## config.mk

```make
export PLATFORM = sky130hd
export DESIGN_NAME = clk_monitor
export DESIGN_NICKNAME = d
export VERILOG_FILES = /design/src/rtl/clk_monitor_pkg.sv /design/src/rtl/clk_monitor_sync.sv /design/src/rtl/clk_monitor.sv
export SDC_FILE = /design/constraint.sdc
export NUM_CORES = 1
export LEC_CHECK = 0
export ABC_AREA = 1
export CORE_AREA = 2 2 79 99
export CTS_BUF_LIST = sky130_fd_sc_hd__clkbuf_8
export DETAILED_ROUTE_END_ITERATION = 10
export DIE_AREA = 0 0 81 101
export DONT_BUFFER_PORTS = 1
export MAX_ROUTING_LAYER = met4
export SETUP_SLACK_MARGIN = 0.05
export SYNTH_ARGS = -nofsm -noshare
export SYNTH_HDL_FRONTEND = slang
export SYNTH_SLANG_ARGS = --single-unit
export TNS_END_PERCENT = 20
```

## constraint.sdc

```tcl
create_clock -name clk -period 1.5 [get_ports clk]
set_clock_uncertainty 0.15 [all_clocks]
set_input_delay 0.075 -clock clk [delete_from_list [all_inputs] [get_ports clk]]
set_output_delay 0.075 -clock clk [all_outputs]
set_load 0.02 [all_outputs]
```

## src/rtl/clk_monitor_pkg.sv

```systemverilog
`default_nettype none
// +----------------------------------------------------------------------------+
// | Module   : clk_monitor_pkg                                                 |
// | Purpose  : Shared types and default parameter values for the clock monitor |
// | Revision : 1.0  initial release                                            |
// +----------------------------------------------------------------------------+
package clk_monitor_pkg;

  // Monitor operating states
  typedef enum logic [1:0] {
    IDLE    = 2'd0,
    ACQUIRE = 2'd1,
    MEASURE = 2'd2,
    LOST    = 2'd3
  } state_e;

  // Sticky error flags used by the optional interrupt logic
  typedef struct packed {
    logic lost;
    logic slow;
    logic fast;
  } sticky_t;

  // Default configuration: roughly an 8-cycle monitored period with +/-1 slack
  localparam int DEF_CNT_W    = 16;
  localparam int DEF_EXP_MIN  = 7;
  localparam int DEF_EXP_MAX  = 9;
  localparam int DEF_TIMEOUT  = 32;
  localparam int DEF_LOCK_CNT = 4;

endpackage : clk_monitor_pkg
`default_nettype wire

```

## src/rtl/clk_monitor_sync.sv

```systemverilog
`default_nettype none
// +----------------------------------------------------------------------------+
// | Module   : clk_monitor_sync                                                |
// | Purpose  : Two-flop synchronizer plus history flop; emits a one-cycle      |
// |            pulse on each synchronized rising edge of an async input.       |
// | Revision : 1.0  initial release                                            |
// +----------------------------------------------------------------------------+
module clk_monitor_sync (
  input  logic clk,
  input  logic rst_n,
  input  logic async_in,
  output logic rise
);

  logic sync1;  // metastability capture stage
  logic sync2;  // first stable sample
  logic sync3;  // previous stable sample, for edge detection

  // Shift the asynchronous input through the synchronizer and history stage
  always_ff @(posedge clk or negedge rst_n) begin
    if (!rst_n) begin
      sync1 <= 1'b0;
      sync2 <= 1'b0;
      sync3 <= 1'b0;
    end else begin
      sync1 <= async_in;
      sync2 <= sync1;
      sync3 <= sync2;
    end
  end

  // A rising edge is a stable high that was low one cycle earlier
  assign rise = sync2 & ~sync3;

endmodule : clk_monitor_sync
`default_nettype wire

```

## src/rtl/clk_monitor.sv

```systemverilog
`default_nettype none
// +----------------------------------------------------------------------------+
// | Module   : clk_monitor                                                     |
// | Purpose  : Measures the period of a foreign free-running clock in system   |
// |            clock cycles, checks it against a window and reports lock,      |
// |            too-fast, too-slow and loss-of-clock status.                    |
// | Options  : CLK_MONITOR_IRQ_EN - builds sticky error bits and a registered  |
// |            interrupt cleared by err_clr; otherwise irq is tied low.        |
// | Revision : 1.0  initial release                                            |
// +----------------------------------------------------------------------------+
module clk_monitor
  import clk_monitor_pkg::*;
#(
  parameter int CNT_W    = DEF_CNT_W,
  parameter int EXP_MIN  = DEF_EXP_MIN,
  parameter int EXP_MAX  = DEF_EXP_MAX,
  parameter int TIMEOUT  = DEF_TIMEOUT,
  parameter int LOCK_CNT = DEF_LOCK_CNT
) (
  input  logic             clk,
  input  logic             rst_n,
  input  logic             enable,
  input  logic             mon_clk,
  output logic [CNT_W-1:0] period_out,
  output logic             period_vld,
  output logic             locked,
  output logic             too_fast,
  output logic             too_slow,
  output logic             lost,
  input  logic             err_clr,
  output logic             irq
);

  // Width of the consecutive-good-period counter (must hold LOCK_CNT)
  localparam int GOOD_W = (LOCK_CNT < 1) ? 1 : $clog2(LOCK_CNT + 1);

  localparam logic [CNT_W-1:0]  EXP_MIN_C  = CNT_W'(EXP_MIN);
  localparam logic [CNT_W-1:0]  EXP_MAX_C  = CNT_W'(EXP_MAX);
  localparam logic [CNT_W-1:0]  TIMEOUT_C  = CNT_W'(TIMEOUT);
  localparam logic [CNT_W-1:0]  CNT_ONE    = CNT_W'(1);
  localparam logic [GOOD_W-1:0] LOCK_C     = GOOD_W'(LOCK_CNT);
  localparam logic [GOOD_W-1:0] LOCK_PRE_C = GOOD_W'(LOCK_CNT - 1);

  // Reject configurations where the window, timeout or counter width disagree
  generate
    if (!((EXP_MIN <= EXP_MAX) && (EXP_MAX < TIMEOUT) &&
          (64'(TIMEOUT) < (64'd1 << CNT_W)) && (LOCK_CNT >= 1))) begin : g_param_check
      $error("clk_monitor: need EXP_MIN <= EXP_MAX < TIMEOUT < 2**CNT_W and LOCK_CNT >= 1");
    end
  endgenerate

  // --------------------------------------------------------------------------
  // Edge detection of the monitored clock
  // --------------------------------------------------------------------------
  logic rise;

  clk_monitor_sync u_sync (
    .clk      (clk),
    .rst_n    (rst_n),
    .async_in (mon_clk),
    .rise     (rise)
  );

  // --------------------------------------------------------------------------
  // State and next-state signals
  // --------------------------------------------------------------------------
  state_e            state;
  state_e            state_nxt;
  logic [CNT_W-1:0]  cnt;
  logic [CNT_W-1:0]  cnt_nxt;
  logic [CNT_W-1:0]  cnt_inc;
  logic [GOOD_W-1:0] good_cnt;
  logic [GOOD_W-1:0] good_nxt;
  logic [CNT_W-1:0]  period_nxt;
  logic              period_vld_nxt;
  logic              locked_nxt;
  logic              too_fast_nxt;
  logic              too_slow_nxt;
  logic              lost_nxt;
  logic              timeout;
  logic              in_window;
  logic              below_min;

  // Saturating increment so a dead clock never wraps back into the window
  assign cnt_inc   = (cnt == {CNT_W{1'b1}}) ? cnt : cnt + CNT_ONE;
  assign timeout   = (cnt == TIMEOUT_C);
  assign below_min = (cnt < EXP_MIN_C);
  assign in_window = !below_min && (cnt <= EXP_MAX_C);

  // Next-state, period counter, lock tracking and status pulse decode
  always_comb begin
    state_nxt      = state;
    cnt_nxt        = cnt_inc;
    good_nxt       = good_cnt;
    period_nxt     = period_out;
    period_vld_nxt = 1'b0;
    locked_nxt     = locked;
    too_fast_nxt   = 1'b0;
    too_slow_nxt   = 1'b0;
    lost_nxt       = lost;

    if (!enable) begin
      // Disable overrides everything, including a coincident edge
      state_nxt  = IDLE;
      cnt_nxt    = '0;
      good_nxt   = '0;
      locked_nxt = 1'b0;
      lost_nxt   = 1'b0;
    end else begin
      case (state)
        IDLE: begin
          state_nxt = ACQUIRE;
          cnt_nxt   = '0;
        end

        ACQUIRE: begin
          // The first edge only opens a measurement; nothing to report yet
          if (rise) begin
            state_nxt = MEASURE;
            cnt_nxt   = CNT_ONE;
          end else if (timeout) begin
            state_nxt = LOST;
            lost_nxt  = 1'b1;
          end
        end

        MEASURE: begin
          // An edge on the timeout cycle still counts as a valid period
          if (rise) begin
            cnt_nxt        = CNT_ONE;
            period_nxt     = cnt;
            period_vld_nxt = 1'b1;
            if (in_window) begin
              if (good_cnt != LOCK_C) begin
                good_nxt = good_cnt + 1'b1;
              end
              if (good_cnt >= LOCK_PRE_C) begin
                locked_nxt = 1'b1;
              end
            end else begin
              good_nxt     = '0;
              locked_nxt   = 1'b0;
              too_fast_nxt = below_min;
              too_slow_nxt = !below_min;
            end
          end else if (timeout) begin
            state_nxt  = LOST;
            lost_nxt   = 1'b1;
            locked_nxt = 1'b0;
            good_nxt   = '0;
          end
        end

        LOST: begin
          // Recovery edge restarts measurement but has no valid predecessor
          if (rise) begin
            state_nxt = MEASURE;
            cnt_nxt   = CNT_ONE;
            lost_nxt  = 1'b0;
          end
        end

        default: begin
          state_nxt = IDLE;
          cnt_nxt   = '0;
        end
      endcase
    end
  end

  // State register
  always_ff @(posedge clk or negedge rst_n) begin
    if (!rst_n) begin
      state <= IDLE;
    end else begin
      state <= state_nxt;
    end
  end

  // Period counter, lock counter and registered status outputs
  always_ff @(posedge clk or negedge rst_n) begin
    if (!rst_n) begin
      cnt        <= '0;
      good_cnt   <= '0;
      period_out <= '0;
      period_vld <= 1'b0;
      locked     <= 1'b0;
      too_fast   <= 1'b0;
      too_slow   <= 1'b0;
      lost       <= 1'b0;
    end else begin
      cnt        <= cnt_nxt;
      good_cnt   <= good_nxt;
      period_out <= period_nxt;
      period_vld <= period_vld_nxt;
      locked     <= locked_nxt;
      too_fast   <= too_fast_nxt;
      too_slow   <= too_slow_nxt;
      lost       <= lost_nxt;
    end
  end

  // --------------------------------------------------------------------------
  // Optional sticky error interrupt
  // --------------------------------------------------------------------------
`ifdef CLK_MONITOR_IRQ_EN
  sticky_t sticky;
  sticky_t sticky_nxt;
  logic    lost_q;

  // Clear first, then OR in new events so a coincident event survives the clear
  always_comb begin
    sticky_nxt      = err_clr ? '0 : sticky;
    sticky_nxt.fast = sticky_nxt.fast | too_fast;
    sticky_nxt.slow = sticky_nxt.slow | too_slow;
    sticky_nxt.lost = sticky_nxt.lost | (lost & ~lost_q);
  end

  // Sticky bits, loss-edge history and registered interrupt
  always_ff @(posedge clk or negedge rst_n) begin
    if (!rst_n) begin
      sticky <= '0;
      lost_q <= 1'b0;
      irq    <= 1'b0;
    end else begin
      sticky <= sticky_nxt;
      lost_q <= lost;
      irq    <= |sticky_nxt;
    end
  end
`else
  logic unused_err_clr;

  assign unused_err_clr = err_clr;
  assign irq            = 1'b0;
`endif

endmodule : clk_monitor
`default_nettype wire

```

==> metrics.yaml, run 1 <==
timing:
  max_freq_ghz: 0.568
  setup_violations: 24
  drv_slew: 0
  fin_ws_ps: -261
  finalHoldViolations: 0
  fin_crit_sh: 1.17
  rsz0062_at_grt: "yes"
  fin_crit_ps: 1760
global_routing:
  grt_pass1_wl_um: 10100
  grt_overflow: 0
  grt_max_degree: 46
  grt_antenna_before_repair: 0
  grt_pass1_vias: 2193
  track_usage: 0.164
synthesis:
  ys_types: 34
  synth_fp_nets: 324
  async_flop_share: 1.00
  ys_warn_count: 0
  synth-edff-count: 0
  syn-cell-area_mm2: 0.00246
  yosysSeqAreaShare: 0.457
  synth_flop_cell: "dfrtp_1"
  ys_ff_latch: 45
  postSynthCellCount: 308
  syn-mean-instance-area_um2: 8.00
floorplanning:
  core_area_mm2: 0.00727
  dieArea_mm2: 0.00818
  rows: 35
  die_w_um: 81
  num_io_pins: 27
  initial_core_util: 0.339
  die_h_um: 101
status:
  status: "finished, violations left"
  violations: "setup timing"
finish:
  antennaDiodeCount: 0
  finalNonFillerCells: 484
  drive_gt1_frac: 0.367
  area_delta_synth_final_pct: 41.8
  nets: 407
worst_setup_path:
  path_common_cell: "nand2_2"
  r2r_cells: 9
  cp_slowest_stage_delay_ps: 420
  slowest_stage: "dfrtp_1"
  worst-path-max-fanout: 6
  end_kind: "flip-flop"
  cp_cell_sequence: "ha_2 > nand2_2 > inv_2 > nand2_2 > nor2_4 > buf_4 > nand4_4 > nand3_2 > o21a_1"
  required_ps: 1600
  cp.arrival_ps: 1860
  r2r_slack_ps: -260
  critPathTopFamily: "simple AND/OR/NAND/NOR gates"
  critPathKind: "flip-flop to flip-flop"
  r2r_start: "cnt[0]$_DFFE_PN0P_"
  critPathLaunchType: "flip-flop"
  worst-path-buf-inv: 2
  timing.rr.end: "cnt[12]$_DFFE_PN0P_"
detailed_routing:
  drtPass1Iterations: 4
  avgRoutedWirePerCell_um: 12.7
  ant_nets: 0
  drt-vias-per-instance: 4.70
  drc: 0
  wl_um: 6140
  dr.first_iter.drc_count: 131
  vias: 2275
clock_tree:
  clockRootBuffer: "clkbuf_8"
  cts_tree: "yes"
  clockBufferDepth: 2
  insertion_delay_ps: 310
  path_clk_slew_ps: 90
  cts_max_level: 2
  cts_sinks: 45
  numCtsBuffers: 5
worst_hold_path:
  hold_class: "input port to asynchronous set/reset pin"
power_and_ir_drop:
  p_sw_mw: 0.587
  ir_worst_vdd_mv: 0.332
  p_comb_frac: 0.089
  switching_share: 0.243
  powerDensity_mw_per_mm2: 690
  seqPwrFrac: 0.518
  p_int_mw: 1.82
  leakage_nw: 1.75
  power_frac_clock: 0.393
placed_design:
  dp_worst_setup_slack_ps: -258
  dp.cells: 461
  dp_hpwl_um: 4550
  port_buffers: 0
  gp_congestion: 0.896
job:
  cap_viol_max_count: 0
state kept, by name (all words and copies together), names as in the netlist:
register and count:
cnt 16, period_out 16, good_cnt 3, state 2, locked 1, lost 1, period_vld 1, too_fast 1
too_slow 1, u_sync.sync1 1, u_sync.sync2 1, u_sync.sync3 1
kinds of logic after synthesis:
| logic type | after synthesis | synth area share |
|---|---|---|
| adders and majority gates | 11 | 0.0559 |
| buffers and inverters | 53 | 0.0838 |
| and+or+nand+nor | 152 | 0.298 |
| other | 1 | 0.00152 |
| AOI/OAI and AO/OA | 46 | 0.104 |
| DFF | 45 | 0.457 |
worst register-to-register path: stages, from the launching register on:
cell     delay, ps
dfrtp_1        420
ha_2           210
nand2_2         60
inv_2           80
nand2_2         80
nor2_4         210
buf_4          160
nand4_4        120
nand3_2        110
o21a_1         120
worst max path at each step:
stage / start / endpoint / slack [ps] / cells after the start
2_1_floorplan: cnt[0]$_DFFE_PN0P_ / good_cnt[0]$_DFFE_PN0P_ / -90 / 13
3_3_place_gp: cnt[1]$_DFFE_PN0P_ / good_cnt[1]$_DFFE_PN0P_ / -210 / 13
3_5_place_dp: cnt[1]$_DFFE_PN0P_ / good_cnt[2]$_DFFE_PN0P_ / -260 / 13
4_1_cts: cnt[0]$_DFFE_PN0P_ / cnt[6]$_DFFE_PN0P_ / -210 / 9
5_1_grt: cnt[0]$_DFFE_PN0P_ / cnt[12]$_DFFE_PN0P_ / -340 / 9
6_report: cnt[0]$_DFFE_PN0P_ / cnt[12]$_DFFE_PN0P_ / -260 / 9
layer usage:
layer  routed length, um  share of wire  global-route usage  vias to the layer above
met5                   0              0                   -                        -
met4                 146          0.024              0.0743                        0
met3                 190          0.031              0.0233                       14
met2                3060           0.50               0.263                       43
met1                2740           0.45               0.202                     1062
li1                    -              -                   -                     1156
synth_stat cells (2+ instances only):
cell / n / share of area
nor2_1: 27 / 0.041
nand2_2: 3 / 0.0076
nand3_1: 22 / 0.045
o21ai_0: 23 / 0.047
o21ai_1: 2 / 0.0041
inv_1: 43 / 0.066
nor3_2: 3 / 0.012
clkbuf_1: 3 / 0.0046
a31oi_1: 3 / 0.0076
nand4_1: 7 / 0.018
ha_1: 11 / 0.056
o21a_1: 2 / 0.0061
buf_4: 2 / 0.0061
dfrtp_1: 45 / 0.46
a21oi_1: 10 / 0.020
nor2_2: 5 / 0.013
nand2_1: 71 / 0.11
inv_2: 5 / 0.0076
nor3_1: 6 / 0.012
area by class of cell:
type / count / area, um2
multi-input combinational: 210 / 1290
timing repair buffer: 81 / 671
fill: 696 / 3780
clock buffer: 5 / 68.8
sequential: 45 / 1130
clock inverter: 3 / 46.3
inverter: 48 / 180
tap: 92 / 115
timing repair:
item,in CTS,in global routing
setup buffers,6,5
endpoints found under the setup margin,36,42
hold buffers,4,0
gates resized for setup,20,24
hold endpoints to repair,55,0
pin swaps,6,15
through the flow:
stage          TNS, ps   util  instance area (um2)  power (mW)  hold slack [ps]
5_1_grt          -7540  0.481                 3490        2.51              122
3_3_place_gp     -3000  0.426                 3090        1.41             -369
6_report         -4330  0.481                 3490        2.41             97.5
3_5_place_dp     -4530  0.426                 3090        1.42             -369
4_1_cts          -4230  0.464                 3370        2.41              110
2_1_floorplan    -1120      -                 2480        1.36             -371
power by group through the flow:
stage / Combinational [mW] / Sequential [mW] / Clock (mW)
finish: 0.215 / 1.25 / 0.947
global route: 0.239 / 1.25 / 1.02
CTS: 0.201 / 1.25 / 0.964
detailed placement: 0.143 / 1.27 / 0
global placement: 0.141 / 1.27 / 0
floorplan: 0.0895 / 1.27 / 0
layout by cell type (no fill, tap or decap), types with 2 or more instances in the layout:
cell and instances:
buf_4 73, nand2_1 61, dfrtp_1 45, inv_1 37
nor2_1 24, o21ai_0 17, nand3_1 15, nand2_2 12
inv_2 11, o21ai_1 8, nand3_2 7, a21oi_1 7
nand4_1 7, ha_1 7, nor3_1 6, nor2_4 5
clkbuf_8 5, nor2_2 4, nor3_2 3, a21oi_2 3
a31oi_1 3, o21a_1 2, nand3_4 2, ha_4 2
ha_2 2, dlygate4sd3_1 2, buf_6 2, buf_12 2
Power figures use the tool's default switching activity.
==> inputs of run 2 (changes only) <==
--- a/config.mk
+++ b/config.mk
@@ -11,6 +11,7 @@
 export DETAILED_ROUTE_END_ITERATION = 10
 export DIE_AREA = 0 0 81 101
 export DONT_BUFFER_PORTS = 1
+export HOLD_SLACK_MARGIN = 0.12
 export MAX_ROUTING_LAYER = met4
 export SETUP_SLACK_MARGIN = 0.05
 export SYNTH_ARGS = -nofsm -noshare
==> run 2 against run 1 <==
Compared with the run above:
- the run still ends with setup timing left
- clock-buffer cell count unchanged
- final area up 0.47%
- clock power about the same
- largest power group unchanged
- sequential share of layout area down 0.15 points
==> metrics.yaml, run 2 (same netlist as run 1, synthesis figures left out) <==
status:
  status: "finished, violations left"
  violations: "setup timing"
clock_tree:
  path_clk_slew_ps: 90  # about the same
  hold_buffers: 5  # +1
  cts_tree: "yes"
  insertion_delay_ps: 310  # about the same
  numCtsBuffers: 5  # unchanged
  clockBufferDepth: 2  # unchanged
  clockRootBuffer: "clkbuf_8"
  cts_max_level: 2  # unchanged
  cts_sinks: 45  # unchanged
finish:
  area_delta_synth_final_pct: 42.5
  fin_util: 0.483  # +0.00224
  drive_gt1_frac: 0.366  # -0.000935
  antennaDiodeCount: 0  # unchanged
  stdcell_area_mm2: 0.00351  # +0.47%
  finalNonFillerCells: 485  # +0.21%
  mostFrequentLayoutCell: "buf_4"
  reg_top3: "cnt (16), period_out (16), good_cnt (3)"
  nets: 408  # +0.25%
  layout.cells.most_common_list: "buf_4 (72), nand2_1 (61), dfrtp_1 (45)"
  nFillCells: 694  # -0.29%
worst_setup_path:
  r2r_cells: 9  # unchanged
  required_ps: 1550  # -50 ps
  cp_slowest_stage_delay_ps: 420  # about the same
  endpoint: "cnt[1]$_DFFE_PN0P_"
  critPathTopFamily: "simple AND/OR/NAND/NOR gates"
  worst-path-max-fanout: 5  # -1
  r2r_start: "cnt[0]$_DFFE_PN0P_"
  timing.rr.end: "cnt[1]$_DFFE_PN0P_"
  slowest_stage: "dfrtp_1"
  cp.arrival_ps: 1800  # -60 ps
  end_kind: "flip-flop"
  cp_cell_sequence: "ha_2 > nand2_2 > inv_2 > nand2_2 > nor2_4 > inv_2 > nor2_4 > buf_4 > a21oi_1"
  r2r_slack_ps: -250  # about the same
  critPathKind: "flip-flop to flip-flop"
  cp_num_cells: 9  # unchanged
  worst-path-buf-inv: 3  # +1
  cp-startpoint: "cnt[0]$_DFFE_PN0P_"
  critPathLaunchType: "flip-flop"
placed_design:
  dp.cells: 461  # unchanged
  dp_hpwl_um: 4550  # unchanged
  gp_congestion: 0.896  # unchanged
  dp_worst_setup_slack_ps: -258  # unchanged
  port_buffers: 0  # unchanged
  placed_area_mm2: 0.00309  # unchanged
detailed_routing:
  drt-vias-per-instance: 4.75  # +1.1%
  wl_met1_um: 2730  # -0.51%
  highest-signal-layer: "met4"
  avgRoutedWirePerCell_um: 12.8  # +1.2%
  ant_nets: 0  # unchanged
  wl_met2_um: 3150  # +3.1%
  vias: 2305  # +1.3%
  drtPass1Iterations: 5  # +1
  routed-wl-met3_um: 196  # +3.2%
  drc: 0  # unchanged
  dr.first_iter.drc_count: 116  # -11%
  wl_um: 6230  # +1.4%
floorplanning:
  rows: 35  # unchanged
  core_area_mm2: 0.00727  # unchanged
  num_io_pins: 27  # unchanged
  die_h_um: 101  # unchanged
  die_w_um: 81  # unchanged
  dieArea_mm2: 0.00818  # unchanged
  initial_core_util: 0.339  # unchanged
timing:
  worstMarginPinSlew_ps: 563
  fin_crit_sh: 1.16  # -0.00899
  fin_crit_ps: 1750  # -13.5 ps
  max-slew-margin-rel: 0.625
  finalHoldViolations: 0  # unchanged
  drv_slew: 0  # unchanged
  fin_tns_setup_ps: -4320  # +2.37 ps
  whs_ps: 96.0  # -1.43 ps
  fin_ws_ps: -247  # +13.5 ps
  max_freq_ghz: 0.572  # +0.77%
  rsz0062_at_grt: "yes"
  setup_violations: 24  # unchanged
job:
  cap_viol_max_count: 0  # unchanged
global_routing:
  grt_pass1_wl_um: 10200  # +1.2%
  grt_overflow: 0  # unchanged
  grt_antenna_before_repair: 0  # unchanged
  grt_pass1_vias: 2205  # +0.55%
  grt_max_degree: 36  # -22%
  track_usage: 0.166  # +0.00229
power_and_ir_drop:
  ir_worst_vdd_mv: 0.332  # about the same
  p_int_mw: 1.83  # +0.10%
  total_power_mw: 2.41  # about the same
  power_frac_clock: 0.392  # about the same
  seqPwrFrac: 0.517  # about the same
  leakage_nw: 1.76  # +0.78%
  p_sw_mw: 0.586  # about the same
  p_comb_frac: 0.090  # about the same
  powerDensity_mw_per_mm2: 687  # -0.40%
  switching_share: 0.243  # -0.000280
worst_hold_path:
  hold_class: "input port to asynchronous set/reset pin"
[run 2: power groups by stage]
| stage | clock (mW) | sequential, mW | combinational [mW] |
|---|---|---|---|
| after floorplan | 0 | 1.27 | 0.0895 |
| after global placement | 0 | 1.27 | 0.141 |
| after detailed placement | 0 | 1.27 | 0.143 |
| after CTS | 0.964 | 1.25 | 0.205 |
| after global routing | 1.02 | 1.25 | 0.242 |
| final | 0.946 | 1.25 | 0.218 |
[run 2: worst reg2reg max path, cell delays in order (launching register included)]
cell     delay, ps
dfrtp_1        420
ha_2           210
nand2_2         60
inv_2           80
nand2_2         80
nor2_4         220
inv_2          100
nor2_4         160
buf_4          130
a21oi_1         50
[run 2: how the worst min path moves through the flow]
stage	end	cells past startpoint	slack, ps	from
final	period_out[8]$_DFFE_PN0P_	2	100	rst_n
after global routing	period_out[14]$_DFFE_PN0P_	2	100	rst_n
after CTS	period_out[8]$_DFFE_PN0P_	2	100	rst_n
after detailed placement	cnt[13]$_DFFE_PN0P_	0	-370	rst_n
after global placement	cnt[13]$_DFFE_PN0P_	0	-370	rst_n
after floorplan	cnt[0]$_DFFE_PN0P_	0	-370	rst_n
[run 2: final cells by class]
type | count | area [um2] | share of cell area
flip-flops and latches | 45 | 1130 | 0.321
well taps | 92 | 115 | 0.0328
inverters | 48 | 180 | 0.0513
clock buffers | 5 | 68.8 | 0.0196
clock inverters | 3 | 46.3 | 0.0132
repair buffers | 82 | 687 | 0.196
multi-input cells | 210 | 1290 | 0.366
[run 2: repair_timing]
action,4_1_cts,5_1_grt
setup buffers,6,5
endpoints found under the hold margin,68,34
pin swaps,6,16
setup endpoints to repair,36,53
gates resized for setup,20,25
[run 2: routing by layer]
metal / vias up / global-route usage
li1: 1160 / -
met1: 1075 / 0.199
met2: 55 / 0.274
met3: 15 / 0.0233
met4: 0 / 0.0743
met5: - / -
==> inputs of run 3 (changes only) <==
--- a/config.mk
+++ b/config.mk
@@ -6,13 +6,14 @@
 export NUM_CORES = 1
 export LEC_CHECK = 0
 export ABC_AREA = 1
-export CORE_AREA = 2 2 79 99
+export CORE_AREA = 2 2 70 88
 export CTS_BUF_LIST = sky130_fd_sc_hd__clkbuf_8
 export DETAILED_ROUTE_END_ITERATION = 10
-export DIE_AREA = 0 0 81 101
+export DIE_AREA = 0 0 72 90
 export DONT_BUFFER_PORTS = 1
 export HOLD_SLACK_MARGIN = 0.12
 export MAX_ROUTING_LAYER = met4
+export RECOVER_POWER = 100
 export SETUP_SLACK_MARGIN = 0.05
 export SYNTH_ARGS = -nofsm -noshare
 export SYNTH_HDL_FRONTEND = slang
==> run 3 against run 2 <==
Compared with the run above:
- the flow still finishes with violations (setup timing)
- die area fell by 21%
- worst hold slack improved by 88 ps
- critical path depth fell by 2
- clock-buffer cell count did not move
- clock power decreased by 22%
- via count fell by 4.0%
- total power shrank 9.2%
- core utilization grew 10 points
- highest routed layer unchanged
==> metrics.yaml, run 3 (same netlist as run 1, synthesis figures left out) <==
detailed_routing:
  drt-vias-per-instance: 4.87  # +2.5%
  dr.first_iter.drc_count: 90  # -22%
  drc: 0  # unchanged
  avgRoutedWirePerCell_um: 13.1  # +2.3%
  ant_nets: 0  # unchanged
  vias: 2212  # -4.0%
  wl_um: 5970  # -4.2%
  drtPass1Iterations: 5  # unchanged
floorplanning:
  initial_core_util: 0.432  # +0.0932
  die_w_um: 72  # -11%
  die_h_um: 90  # -11%
  rows: 31  # -11%
  core_area_mm2: 0.00570  # -22%
  num_io_pins: 27  # unchanged
  dieArea_mm2: 0.00648  # -21%
worst_setup_path:
  cp.arrival_ps: 1790  # about the same
  cp_slowest_stage_delay_ps: 430  # about the same
  worst-path-max-fanout: 7  # +2
  critPathLaunchType: "flip-flop"
  critPathKind: "flip-flop to flip-flop"
  worst-path-buf-inv: 1  # -2
  path_common_cell: "nand2_2"
  slowest_stage: "dfrtp_1"
  end_kind: "flip-flop"
  required_ps: 1560  # about the same
  cp_cell_sequence: "ha_2 > nand2_2 > inv_2 > nand2_2 > nor2_4 > nand3_4 > a211oi_1"
  critPathTopFamily: "simple AND/OR/NAND/NOR gates"
worst_hold_path:
  hold_class: "input port to flip-flop"
finish:
  antennaDiodeCount: 0  # unchanged
  finalNonFillerCells: 454  # -6.4%
  mostFrequentLayoutCell: "buf_4"
  drive_gt1_frac: 0.340  # -0.0262
  reg_top3: "cnt (16), period_out (16), good_cnt (3)"
  layout.cells.most_common_list: "buf_4 (69), nand2_1 (61), dfrtp_1 (45)"
  area_delta_synth_final_pct: 35.3
  nets: 403  # -1.2%
timing:
  max_freq_ghz: 0.576  # +0.62%
  rsz0062_at_grt: "yes"
  worstMarginPinSlew_ps: 989  # +426 ps
  max-slew-margin-rel: 0.341  # -0.284
  fin_crit_sh: 1.16  # -0.00718
  finalHoldViolations: 0  # unchanged
  fin_ws_ps: -236  # +10.8 ps
  fin_tns_setup_ps: -4780  # -457 ps
  drv_slew: 0  # unchanged
  fin_crit_ps: 1740  # -10.8 ps
  setup_violations: 36  # +50%
status:
  status: "finished, violations left"
  violations: "setup timing"
clock_tree:
  cts_max_level: 2  # unchanged
  cts_sinks: 45  # unchanged
  insertion_delay_ps: 300  # about the same
  clockRootBuffer: "clkbuf_8"
  clockBufferDepth: 2  # unchanged
  cts_tree: "yes"
  numCtsBuffers: 5  # unchanged
  path_clk_slew_ps: 90  # about the same
placed_design:
  dp.cells: 437  # -5.2%
  dp_worst_setup_slack_ps: -268  # -10.8 ps
  gp_congestion: 0.896  # about the same
  port_buffers: 0  # unchanged
  dp_hpwl_um: 4340  # -4.7%
global_routing:
  track_usage: 0.202  # +0.0358
  grt_antenna_before_repair: 0  # unchanged
  grt_pass1_wl_um: 10100  # -1.4%
  grt_overflow: 0  # unchanged
  grt_max_degree: 46  # +28%
  grt_pass1_vias: 2233  # +1.3%
power_and_ir_drop:
  powerDensity_mw_per_mm2: 657  # -4.4%
  ir_worst_vdd_mv: 0.361  # +8.6%
  leakage_nw: 1.72  # -2.7%
  total_power_mw: 2.19  # -9.2%
job:
  cap_viol_max_count: 0  # unchanged
-- run 3: per-layer routing --
layer | GRT usage | share of wire | up-vias
met5 | - | 0 | -
met1 | 0.260 | 0.45 | 1020
met4 | 0.0550 | 0.015 | 0
met2 | 0.327 | 0.50 | 39
li1 | - | - | 1145
met3 | 0.0314 | 0.034 | 8
-- run 3: worst register-to-register path: stages (launching register included) --
cell and delay (ps):
dfrtp_1 430, ha_2 210, nand2_2 60, inv_2 80, nand2_2 70, nor2_4 210, nand3_4 170, a211oi_1 260
-- run 3: final cells by class --
type | instances | area (um2)
Fill cell | 521 | 2370
Clock inverter | 3 | 13.8
Clock buffer | 5 | 68.8
Timing Repair Buffer | 77 | 606
Inverter | 48 | 180
Multi-Input combinational cell | 210 | 1260
Sequential cell | 45 | 1130
Tap cell | 66 | 82.6
-- run 3: power by group --
part	switching [mW]	internal [mW]	total, mW
sequential	0.0190	1.23	1.25
clock	0.420	0.317	0.737
combinational	0.114	0.0910	0.205
total	0.553	1.64	2.19
-- run 3: worst paths after layout --
check	slack, ps	cells after the start	from	endpoint
max	-240	7	cnt[1]$_DFFE_PN0P_	cnt[2]$_DFFE_PN0P_
min	180	1	mon_clk	u_sync.sync1$_DFF_PN0_
max reg2reg	-240	7	cnt[1]$_DFFE_PN0P_	cnt[2]$_DFFE_PN0P_
min reg2reg	200	0	u_sync.sync1$_DFF_PN0_	u_sync.sync2$_DFF_PN0_
max in group asynchronous	250	2	rst_n	cnt[0]$_DFFE_PN0P_
min in group asynchronous	330	2	rst_n	period_out[15]$_DFFE_PN0P_
-- run 3: what timing repair did --
action	in CTS	in global routing
gates resized for setup	14	29
gates cloned	0	0
endpoints found under the hold margin	68	0
pin swaps	5	6
setup buffers	2	3
hold buffers	4	0
endpoints found under the setup margin	36	42
-- run 3: metrics by stage --
step | instance area, um2 | hold WS, ps | utilization
floorplan | 2480 | -371 | -
global placement | 3080 | -370 | 0.540
detailed placement | 3080 | -370 | 0.540
CTS | 3280 | 125 | 0.576
global route | 3330 | 187 | 0.585
finish | 3330 | 184 | 0.585
